[src/rtl/sseg_scan_arbiter.sv]
// Four-digit multiplexed seven-segment scan controller: shares the display between a
// background source A and a priority source B, with per-digit blanking and PWM brightness.
module sseg_scan_arbiter #(
    parameter int unsigned SCAN_DIV    = 250000,
    parameter int unsigned HOLD_FRAMES = 100
) (
    input  logic        clk,
    input  logic        greset,
    input  logic [15:0] a_data,
    input  logic [15:0] b_data,
    input  logic        b_req,
    input  logic [3:0]  blank_mask,
    input  logic [2:0]  bright,
    output logic [3:0]  hex_out,
    output logic [3:0]  sseg_anode,
    output logic        owner,
    output logic        frame_tick
);
    localparam int unsigned       SC_W      = $clog2(SCAN_DIV);
    localparam int unsigned       HOLD_W    = $clog2(HOLD_FRAMES + 1);
    localparam logic [SC_W-1:0]   SC_LAST   = SC_W'(SCAN_DIV - 1);
    localparam logic [SC_W:0]     ON_UNIT   = (SC_W+1)'(SCAN_DIV / 8);
    localparam logic [HOLD_W-1:0] HOLD_INIT = HOLD_W'(HOLD_FRAMES);

    typedef enum logic {
        SHOW_A = 1'b0,
        SHOW_B = 1'b1
    } state_t;

    state_t            state, state_nx;
    logic [SC_W-1:0]   sc;
    logic [1:0]        d;
    logic [HOLD_W-1:0] hold, hold_nx;
    logic [15:0]       b_latch, b_latch_nx;
    logic [15:0]       disp_word;
    logic [3:0]        bright_p1;
    logic [SC_W:0]     on_len;
    logic              lit;
    logic              blank;
    logic [3:0]        hex_nx;
    logic [3:0]        anode_nx;

    assign frame_tick = (sc == SC_LAST) && (d == 2'd3);
    assign owner      = (state == SHOW_B);
    assign bright_p1  = {1'b0, bright} + 4'd1;
    assign on_len     = (SC_W+1)'(bright_p1) * ON_UNIT;
    assign lit        = ({1'b0, sc} < on_len);
    assign blank      = blank_mask[2'd3 - d];

    always_ff @(posedge clk or negedge greset) begin
        if (!greset) begin
            sc <= '0;
            d  <= '0;
        end else if (sc == SC_LAST) begin
            sc <= '0;
            d  <= d + 2'd1;
        end else begin
            sc <= sc + SC_W'(1);
        end
    end

    always_comb begin
        state_nx   = state;
        hold_nx    = hold;
        b_latch_nx = b_latch;
        unique case (state)
            SHOW_A: begin
                if (b_req) begin
                    b_latch_nx = b_data;
                    hold_nx    = HOLD_INIT;
                    state_nx   = SHOW_B;
                end
            end
            SHOW_B: begin
                // A new request wins over the frame countdown, even on a frame_tick
                if (b_req) begin
                    b_latch_nx = b_data;
                    hold_nx    = HOLD_INIT;
                end else if (frame_tick) begin
                    if (hold == HOLD_W'(1)) begin
                        hold_nx  = '0;
                        state_nx = SHOW_A;
                    end else begin
                        hold_nx = hold - HOLD_W'(1);
                    end
                end
            end
            default: state_nx = SHOW_A;
        endcase
    end

    always_comb begin
        hex_nx = '0;
        unique case (d)
            2'd0: hex_nx = disp_word[15:12];
            2'd1: hex_nx = disp_word[11:8];
            2'd2: hex_nx = disp_word[7:4];
            2'd3: hex_nx = disp_word[3:0];
            default: hex_nx = '0;
        endcase
        anode_nx = '1;
        if (lit && !blank) begin
            anode_nx = ~(4'b1000 >> d);
        end
    end

    always_ff @(posedge clk or negedge greset) begin
        if (!greset) begin
            state      <= SHOW_A;
            hold       <= '0;
            b_latch    <= '0;
            disp_word  <= '0;
            hex_out    <= '0;
            sseg_anode <= '1;
        end else begin
            state      <= state_nx;
            hold       <= hold_nx;
            b_latch    <= b_latch_nx;
            hex_out    <= hex_nx;
            sseg_anode <= anode_nx;
            // Word only changes at frame boundaries; uses pre-update owner and b_latch
            if (frame_tick) begin
                disp_word <= (state == SHOW_B) ? b_latch : a_data;
            end
        end
    end
endmodule

[config.mk]
export PLATFORM = sky130hd
export DESIGN_NAME = sseg_scan_arbiter
export DESIGN_NICKNAME = d
export VERILOG_FILES = /design/src/rtl/sseg_scan_arbiter.sv
export SDC_FILE = /design/constraint.sdc
export NUM_CORES = 1
export LEC_CHECK = 0
export BUFFER_PORTS_ARGS = -buffer_cell sky130_fd_sc_hd__buf_2
export CORE_MARGIN = 2
export CORE_UTILIZATION = 35
export CTS_CLUSTER_DIAMETER = 50
export DETAILED_ROUTE_END_ITERATION = 7
export PLACE_DENSITY = 0.58
export SETUP_SLACK_MARGIN = 0.05
export SYNTH_ARGS = -nofsm -noshare
export SYNTH_HDL_FRONTEND = slang
export SYNTH_SLANG_ARGS = --single-unit
[constraint.sdc]
create_clock -name clk -period 2.8 [get_ports clk]
set_input_delay 0.56 -clock clk [delete_from_list [all_inputs] [get_ports clk]]
set_output_delay 0.56 -clock clk [all_outputs]
set_load 0.02 [all_outputs]
[Word-level counts from Yosys, hierarchy flattened]
Index checks and enable logic that the tools add are counted.
Storage, ports and cells
  bits in registers: 68
  input port bits: 42
  word-level logic and storage cells: 48
  bits in writable memories: 0
  memories kept: 0
  bits in latches: 0
  output and inout bits: 10
  ROM bits: 0
Cells by class
  equal/unequal tests: 7
  $add $sub $neg: 5
  magnitude comparators: 2
  div/mod/pow operators: 0
  reductions and logical operators: 5
  bitwise operators: 2
  muxes and demuxes: 17
  multipliers: 1
  shift operators: 1
Operator list (number)
  2-to-1 mux 16 bit: 2
  2-to-1 mux 7 bit: 4
  less-than comparator 18 x 19 -> 1 bit: 1
  adder 18 x 1 -> 18 bit, second input constant: 1
  == test 18 bit, second input constant: 1
  multiplier 4 x 14 -> 18 bit, second input constant: 1
  2-to-1 mux 18 bit: 1
  case mux 4 bit (4 select lines): 1
  case mux 7 bit (2 select lines): 1
  == test 7 x 1 -> 1 bit, second input constant: 1
  subtractor 7 x 1 -> 7 bit, second input constant: 1
  2-to-1 mux 1 bit: 5
  adder 3 x 1 -> 4 bit, second input constant: 1
  == test 2 bit, second input constant: 2
  2-to-1 mux 4 bit: 1
  NOT 4 bit: 1
  right shift 4 x 2 -> 4 bit, first input constant: 1
  less-than comparator 2 x 3 -> 1 bit, second input constant: 1
  inequality test 3 bit, second input constant: 1
  adder 2 x 1 -> 2 bit, second input constant: 1
  binary-select mux 1 bit (select 2 bit): 1
  == test 2 x 1 -> 1 bit, second input constant: 1
  logical AND 1 bit: 2
  logical NOT 2 bit: 1
  other kinds (6): 6

[Depth between registers and ports, before layout]
Gate-level depths: netlist of run 1.
  depth in word-level cells: 6
  mapped depth: 17
  mapped depth without buffers: 17

[Worst setup path before layout of run 1]
No wires, ideal clock.
  kind: input port to flip-flop
  start point: input port bright[0]
  end point: register sseg_anode[0]
  path slack: -1.594 ns
  path buffers: 0
  required time: 2.719 ns
  data arrival time: 4.313 ns
  library setup time: 0.081 ns
  stages on the path: 14
  cell sequence: ha_1 -> xor2_1 -> fa_1 -> fa_1 -> inv_1 -> ha_1 -> a21o_1 -> a211o_1 -> o311ai_0 -> ha_1 -> nor2_1 -> a211oi_1 -> or4b_2 -> a32oi_1
On the way
  word-level cells in the longest chain between the ends: 5
Ends and longest elaborated chain
  from (decl): RTL line 13  | input logic [2:0] bright,
  adder 3 x 1 -> 4 bit: RTL line 45  | assign bright_p1 = {1'b0, bright} + 4'd1;
  multiplier 4 x 14 -> 18 bit: RTL line 46  | assign on_len = (SC_W+1)'(bright_p1) * ON_UNIT;
  less-than comparator 18 x 19 -> 1 bit: RTL line 47  | assign lit = ({1'b0, sc} < on_len);
  logical AND 1 bit: RTL line 102  | if (lit && !blank) begin
  2-to-1 mux 4 bit: RTL line 102
  named net anode_nx[0]: RTL line 41  | logic [3:0] anode_nx;
  to (signal assigned): RTL line 120  | sseg_anode <= anode_nx;
  to (decl): RTL line 15  | output logic [3:0] sseg_anode,
The timed path passes the listed nets, and every way through them passes these cells.
A chain may end at the register's enable or synchronous reset.

[Worst setup path in the final report of run 1]
  start point: input port bright[0]
  end point: register sseg_anode[1]
The elaborated chain is that of the path after synthesis.

==> flow_metrics.env, run 1 <==
export IMPL_outcome="complete, but fails checks"
export IMPL_violations="design-rule violations, negative setup slack"
export IMPL_num_io_pins=52
export IMPL_synth_compound_area_share_pct=9.075
export IMPL_setup_worst_path_class="in2reg"
export IMPL_drt_iter0_markers=118
export IMPL_routed_wirelength_um=9324
export IMPL_place_worst_setup_slack_ps=-1510
export IMPL_post_synth_top_area_fraction_pct=38.33
export IMPL_synth_async_sr_flop_share_pct=100.0
export IMPL_post_place_cell_area_sq_um=4876
export IMPL_ratio_of_cells_with_drive_above_1_in_the_final_layout_pct=39.10
export IMPL_areaGrowthSynthToFinish_pct=28.81
export IMPL_drt_drc_violations_left=3
export IMPL_max_freq_ghz=0.2591
export IMPL_reg2reg_from="sc[1]"
export IMPL_cts_sinks=68
export IMPL_setup_worst_path_start_class="input port"
export IMPL_floorplan_core_area_sq_um=11520
export IMPL_timing_slew_headroom_pct=41.73
export IMPL_overflow=0
export IMPL_report_final_hold_viol_count=0
export IMPL_worst_hold_path_type="in2async"
export IMPL_dp_hpwl_um=6978
export IMPL_cts_hold_buffers=0
export IMPL_antenna_cells=0
export IMPL_fin_worst_skew_ps=5.723
export IMPL_worst_setup_hold_path_clk_slew_ps=60
export IMPL_cts_tree="yes"
export IMPL_viasPerCell=5.249
export IMPL_synth_ff_latch_count=68
export IMPL_distinct_cell_type_count_after_synthesis=50
export IMPL_yosys_area_share_simple_pct=12.73
export IMPL_design_final_nets=546
export IMPL_final_cells=611
export IMPL_timing_critical_path_max_delay_family="adder cells"
export IMPL_clkLatencyLatePin_ps=340
export IMPL_grt_start_max_net_pins=69
export IMPL_cts_made_buffers=9
export IMPL_total_power_draw_uw=2743
export IMPL_synth_adder_area_share_pct=13.18
export IMPL_power_density_cell_area_nw_per_um2=509.8
export IMPL_fin_area_sq_um=5381
export IMPL_synth_xor_area_share_pct=4.403
export IMPL_reg2reg_slack_ps=590
export IMPL_grt_antenna_before_repair=0
export IMPL_ctsLongestPathBuffers=2
export IMPL_syn_nets=462
export IMPL_ys_warnings=0
export IMPL_critical_path_max_fanout=4
export IMPL_dp_cells=587
export IMPL_grt_pass1_vias=3302
export IMPL_grt_first_pass_wirelength_um=15810
export IMPL_synthDominantAreaCellType="sky130_fd_sc_hd__dfrtp_1"
export IMPL_start_util_pct=36.28
export IMPL_crit_reg2reg_capture="hold[3]"
export IMPL_drv_max_cap_violation_count=0
export IMPL_path_buf_inv=4
export IMPL_all_layer_global_routing_usage_pct=15.58
export IMPL_timing_critical_path_cells="buf_12, inv_6, ha_4, buf_6, fa_1, fa_1, inv_2, ha_4, a21o_1, a211o_1, o311ai_2, ha_2, nor2_2, a211oi_1, or4b_4, a32oi_2"
export IMPL_dr_pass1_iters=6
export IMPL_gp_congestion=0.8074
export IMPL_synth_area_mux_share_pct=15.45
export IMPL_synth_cells=379
export IMPL_synth_edf_count=0
export IMPL_setup_repair_after_global_routing_missed_its_margin="true"
export IMPL_syn_area_sq_um=4178
export IMPL_num_vias=3207
export IMPL_final_period_minus_worst_setup_slack_ps=3860
export IMPL_synth_top_flop_cell="sky130_fd_sc_hd__dfrtp_1"
export IMPL_wire_per_inst_um=15.26
export IMPL_final_setup_fails=4
export IMPL_final_period_utilization_pct=137.8
export IMPL_setup_worst_path_end_class="flip-flop"
export IMPL_postLayoutCoreUtil_pct=46.73
export IMPL_ir_worst_vdd_uv=323.2
export IMPL_post_synth_main_area_contributors="sky130_fd_sc_hd__dfrtp_1 38%, sky130_fd_sc_hd__mux2_2 11%, sky130_fd_sc_hd__ha_1 11%"
export IMPL_worst_path_largest_cell_delay_ps=530
export IMPL_power_static_leakage_uw=0.002484
export IMPL_final_max_slew_viol_count=0
export IMPL_numPortBuffers=51
export IMPL_critPathRequiredTime_ps=3060
export IMPL_cts_root_buf="sky130_fd_sc_hd__clkbuf_16"
export IMPL_chipHeight_um=113.3
export IMPL_critical_path_slowest_cell="sky130_fd_sc_hd__or4b_4"
export IMPL_setup_slack_ps=-1060
export IMPL_die_width_um=113.3
export IMPL_placementRows=39
export IMPL_antenna_violating_nets_post_route=0
export IMPL_synth_seq_area_share_pct=40.85
export IMPL_worst_r2r_path_depth=5
export IMPL_worst_ep_arrival_time_ps=4120
export IMPL_postSynthAreaPerCell_sq_um=11.02
export IMPL_htree_num_levels=3
export IMPL_die_area_sq_um=12830
export IMPL_tightest_slew_ps=874.1
export IMPL_synth_top_family_by_area="multiplexers"
state kept, by name, summed over array words and instances (netlist names):
register,count
d,2
hex_out,4
b_latch,16
hold,7
sc,18
disp_word,16
owner,1
sseg_anode,4
repair_timing:
| action | CTS | global route |
|---|---|---|
| pin swaps | 15 | 5 |
| endpoints found under the setup margin | 4 | 5 |
| buffers inserted | 6 | 2 |
| gates resized for setup | 17 | 12 |
routing by layer:
metal | GRT usage, % | wire (um)
met3 | 2.946 | 494
met1 | 20.56 | 4232
met4 | 6.260 | 165
met2 | 25.31 | 4431
met5 | 0 | 0
worst reg2reg max path, cell delays in order (launching register included):
cell and delay, ps:
sky130_fd_sc_hd__dfrtp_1 390, sky130_fd_sc_hd__ha_1 210, sky130_fd_sc_hd__and3_1 380, sky130_fd_sc_hd__nand4b_1 320
sky130_fd_sc_hd__nor4_1 420, sky130_fd_sc_hd__mux2_2 380
power by group:
group          leakage, uW  total (uW)  internal, uW  switching, uW
logic              0.00151         550           286            264
clock network     0.000149        1170           705            468
registers         0.000823        1020          1010           11.0
cell usage after synthesis, types with 4 or more instances:
library cell	number
sky130_fd_sc_hd__nand3_1	13
sky130_fd_sc_hd__nor2b_1	5
sky130_fd_sc_hd__and3_1	6
sky130_fd_sc_hd__inv_1	30
sky130_fd_sc_hd__a21oi_1	11
sky130_fd_sc_hd__mux2i_1	15
sky130_fd_sc_hd__nand2_1	11
sky130_fd_sc_hd__o21ai_0	5
sky130_fd_sc_hd__clkbuf_1	8
sky130_fd_sc_hd__nor3_1	5
sky130_fd_sc_hd__a222oi_1	4
sky130_fd_sc_hd__and4_1	7
sky130_fd_sc_hd__nand4_1	8
sky130_fd_sc_hd__mux2_2	42
sky130_fd_sc_hd__ha_1	36
sky130_fd_sc_hd__dfstp_2	4
sky130_fd_sc_hd__fa_1	5
sky130_fd_sc_hd__a21o_1	5
sky130_fd_sc_hd__a211oi_1	4
sky130_fd_sc_hd__dfrtp_1	64
sky130_fd_sc_hd__xor2_1	9
sky130_fd_sc_hd__a2111oi_0	4
sky130_fd_sc_hd__xnor2_1	12
sky130_fd_sc_hd__a32oi_1	4
sky130_fd_sc_hd__nor2_1	24
cells by family (layout without fill, tap and decap cells):
group,count (synthesis),count (layout)
other cells,1,1
xor+xnor,21,21
flops,68,68
simple gates,95,95
fa+ha+maj,41,41
buf+inv,44,133
mux,58,58
compound gates,51,51
layout by cell type (no fill, tap or decap), drive strengths merged, types with 5 or more instances in the layout:
cell / Yosys / final
ha: 36 / 36
nor2: 24 / 24
nor2b: 5 / 5
o21ai: 5 / 5
a21o: 5 / 5
inv: 30 / 33
and3: 6 / 6
xor2: 9 / 9
nand3: 13 / 13
dfrtp: 64 / 64
nand2: 11 / 11
nor3: 5 / 5
buf: 5 / 87
clkbuf: 9 / 9
mux2i: 15 / 15
mux2: 42 / 42
a21oi: 11 / 11
xnor2: 12 / 12
and4: 7 / 7
fa: 5 / 5
nand4: 8 / 8
worst max path at each step:
| stage | slack [ps] | cells past startpoint | endpoint | from |
|---|---|---|---|---|
| after floorplan | -1130 | 14 | sseg_anode[0] | bright[1] |
| after global placement | -1420 | 15 | sseg_anode[0] | bright[1] |
| after detailed placement | -1510 | 18 | sseg_anode[2] | bright[0] |
| after CTS | -1050 | 16 | sseg_anode[1] | bright[0] |
| after global routing | -1200 | 16 | sseg_anode[3] | bright[0] |
| final | -1060 | 16 | sseg_anode[1] | bright[0] |
per-stage QoR:
stage | setup TNS, ps | hold WS, ps
2_1_floorplan | -4531 | 264.4
4_1_cts | -4142 | 247.9
3_5_place_dp | -5977 | 481.1
6_report | -4205 | 227.6
5_1_grt | -4721 | 253.1
3_3_place_gp | -5663 | 470.7
cell type report:
type	count	area [sq um]
inverter	30	120.1
sequential	68	1707
timing repair buffer	87	565.5
tap	143	178.9
multi-input combinational	267	2501
clock buffer	9	225.2
fill	1072	6135
clock inverter	7	83.83
(Power assumes the default switching activity.)
==> run 2: changes to the inputs <==
--- a/config.mk
+++ b/config.mk
@@ -12,6 +12,7 @@
 export DETAILED_ROUTE_END_ITERATION = 7
 export PLACE_DENSITY = 0.58
 export SETUP_SLACK_MARGIN = 0.05
+export SKIP_LAST_GASP = 1
 export SYNTH_ARGS = -nofsm -noshare
 export SYNTH_HDL_FRONTEND = slang
 export SYNTH_SLANG_ARGS = --single-unit
==> run 2 against run 1 <==
The flow still finishes with violations (design-rule violations, negative setup slack). Combinational power rose by 1%. Largest power group unchanged. Final cell count fell by 0.33%. Cell area fell by 0.30%.
==> flow_metrics.env, run 2 (synthesis results as in run 1) <==
export IMPL_outcome="complete, but fails checks"
export IMPL_violations="design-rule violations, negative setup slack"
export IMPL_worst_setup_hold_path_clk_slew_ps=60
export IMPL_cts_root_buf="sky130_fd_sc_hd__clkbuf_16"
export IMPL_setup_slack_ps=-1074
export IMPL_wire_per_inst_um=15.45
export IMPL_grt_antenna_before_repair=0
export IMPL_cts_sinks=68
export IMPL_viasPerCell=5.246
export IMPL_power_static_leakage_uw=0.002464
export IMPL_report_final_hold_viol_count=0
export IMPL_tightest_slew_ps=941.8
export IMPL_power_density_cell_area_nw_per_um2=512.1
export IMPL_setup_worst_path_start_class="input port"
export IMPL_layout_cells_most_common_list="64 x sky130_fd_sc_hd__dfrtp_1, 48 x sky130_fd_sc_hd__buf_2, 42 x sky130_fd_sc_hd__mux2_2, 33 x sky130_fd_sc_hd__buf_4, 30 x sky130_fd_sc_hd__ha_1"
export IMPL_largest_register_ff_count=18
export IMPL_fin_hold_ws_ps=219.0
export IMPL_cts_tree="yes"
export IMPL_grt_first_pass_wirelength_um=15810
export IMPL_dp_hpwl_um=6978
export IMPL_areaGrowthSynthToFinish_pct=28.42
export IMPL_grt_pass1_vias=3304
export IMPL_die_width_um=113.3
export IMPL_htree_num_levels=3
export IMPL_timing_critical_path_cells="buf_12, inv_6, ha_4, buf_6, fa_1, fa_1, inv_2, ha_4, a21o_1, a211o_1, o311ai_2, ha_2, a2111o_1, a2111oi_4, a32oi_2"
export IMPL_placementRows=39
export IMPL_fin_worst_skew_ps=5.754
export IMPL_post_place_cell_area_sq_um=4876
export IMPL_setup_repair_after_global_routing_missed_its_margin="true"
export IMPL_worst_path_largest_cell_delay_ps=520
export IMPL_num_vias=3195
export IMPL_numPortBuffers=51
export IMPL_setup_worst_path_class="in2reg"
export IMPL_dr_pass1_iters=7
export IMPL_reg_largest_list="sc x18, b_latch x16, disp_word x16"
export IMPL_final_period_minus_worst_setup_slack_ps=3874
export IMPL_ratio_of_cells_with_drive_above_1_in_the_final_layout_pct=38.63
export IMPL_fin_area_sq_um=5365
export IMPL_critPathRequiredTime_ps=3020
export IMPL_drt_iter0_markers=127
export IMPL_cts_made_buffers=9
export IMPL_die_area_sq_um=12830
export IMPL_ctsLongestPathBuffers=2
export IMPL_timing_slew_headroom_pct=36.42
export IMPL_cts_hold_buffers=0
export IMPL_setup_worst_path_end_class="flip-flop"
export IMPL_floorplan_core_area_sq_um=11520
export IMPL_chipHeight_um=113.3
export IMPL_max_freq_ghz=0.2581
export IMPL_overflow=0
export IMPL_final_max_slew_viol_count=0
export IMPL_num_io_pins=52
export IMPL_final_period_utilization_pct=138.4
export IMPL_routed_wirelength_um=9412
export IMPL_drv_max_cap_violation_count=0
export IMPL_drt_drc_violations_left=3
export IMPL_grt_start_max_net_pins=69
export IMPL_final_setup_fails=4
export IMPL_clkLatencyLatePin_ps=340
export IMPL_antenna_violating_nets_post_route=0
export IMPL_worst_hold_path_type="in2async"
export IMPL_start_util_pct=36.28
export IMPL_critical_path_slowest_cell="sky130_fd_sc_hd__a2111o_1"
export IMPL_all_layer_global_routing_usage_pct=15.58
export IMPL_gp_congestion=0.8074
export IMPL_ir_worst_vdd_uv=323.2
export IMPL_total_power_draw_uw=2748
export IMPL_critical_path_max_fanout=4
export IMPL_worst_ep_arrival_time_ps=4090
export IMPL_design_final_nets=544
export IMPL_antenna_cells=0
export IMPL_mostFrequentLayoutCell="sky130_fd_sc_hd__dfrtp_1"
export IMPL_register_ranked_first_by_flip_flop_count="sc"
export IMPL_finalSetupTns_ps=-4160
## run 2: cell count changes in the layout (fill, tap and decap cells not counted)
cell / previous run / this run
sky130_fd_sc_hd__nor2_4: 1 / 0
sky130_fd_sc_hd__nor2_2: 1 / 2
sky130_fd_sc_hd__buf_4: 35 / 33
sky130_fd_sc_hd__a21oi_2: 2 / 1
sky130_fd_sc_hd__o311ai_1: 1 / 0
sky130_fd_sc_hd__o311ai_0: 1 / 2
sky130_fd_sc_hd__nand3_4: 0 / 1
sky130_fd_sc_hd__a21oi_1: 9 / 10
sky130_fd_sc_hd__nand3_2: 2 / 1
## run 2: critical path: cells and delay by family
kind            cells  cell delay (ps)
buf+inv             4              290
fa+ha+maj           5             1770
compound gates      6             1470
## run 2: layout make-up
class / count / area, sq um
clock buffer: 9 / 225.2
sequential: 68 / 1707
tap: 143 / 178.9
clock inverter: 7 / 83.83
timing repair buffer: 85 / 550.5
inverter: 30 / 120.1
multi-input combinational: 267 / 2500
fill: 1080 / 6151
## run 2: per-layer routing
layer	track usage [%]	part of all wire, %	routed length [um]	up-vias
li1	-	-	-	1548
met2	25.31	48	4514	67
met5	0	0	0	-
met1	20.56	45	4254	1567
met4	6.260	1.9	178	0
met3	2.946	4.9	465	13
## run 2: path summary, 6_finish.rpt
check | startpoint | to | slack, ps | depth (start not counted)
worst min-delay path | greset | b_latch[11] | 220 | 2
min in group clk | b_data[1] | b_latch[1] | 450 | 2
max in group asynchronous | greset | sseg_anode[3] | 2230 | 2
worst max-delay path | bright[0] | sseg_anode[2] | -1070 | 15
worst max register to register | sc[1] | hold[3] | 600 | 5
worst min register to register | sc[0] | sc[0] | 490 | 1
## run 2: what timing repair did
| action | in CTS | in global routing |
|---|---|---|
| endpoints found under the setup margin | 4 | 5 |
| setup buffers | 6 | 0 |
| gates resized for setup | 17 | 10 |
| pin swaps | 14 | 6 |
## run 2: power breakdown
part | internal (uW) | switching, uW
logic | 286 | 271
clock network | 705 | 467
registers | 1010 | 10.9
total | 2000 | 748
## run 2: through the flow
stage / utilization [%] / instances / worst slack [ps]
finish: 46.59 / 609 / -1074
global route: 46.59 / 609 / -1215
CTS: 46.12 / 609 / -1054
detailed placement: 42.34 / 587 / -1510
global placement: 42.34 / 587 / -1419
floorplan: - / 379 / -1133
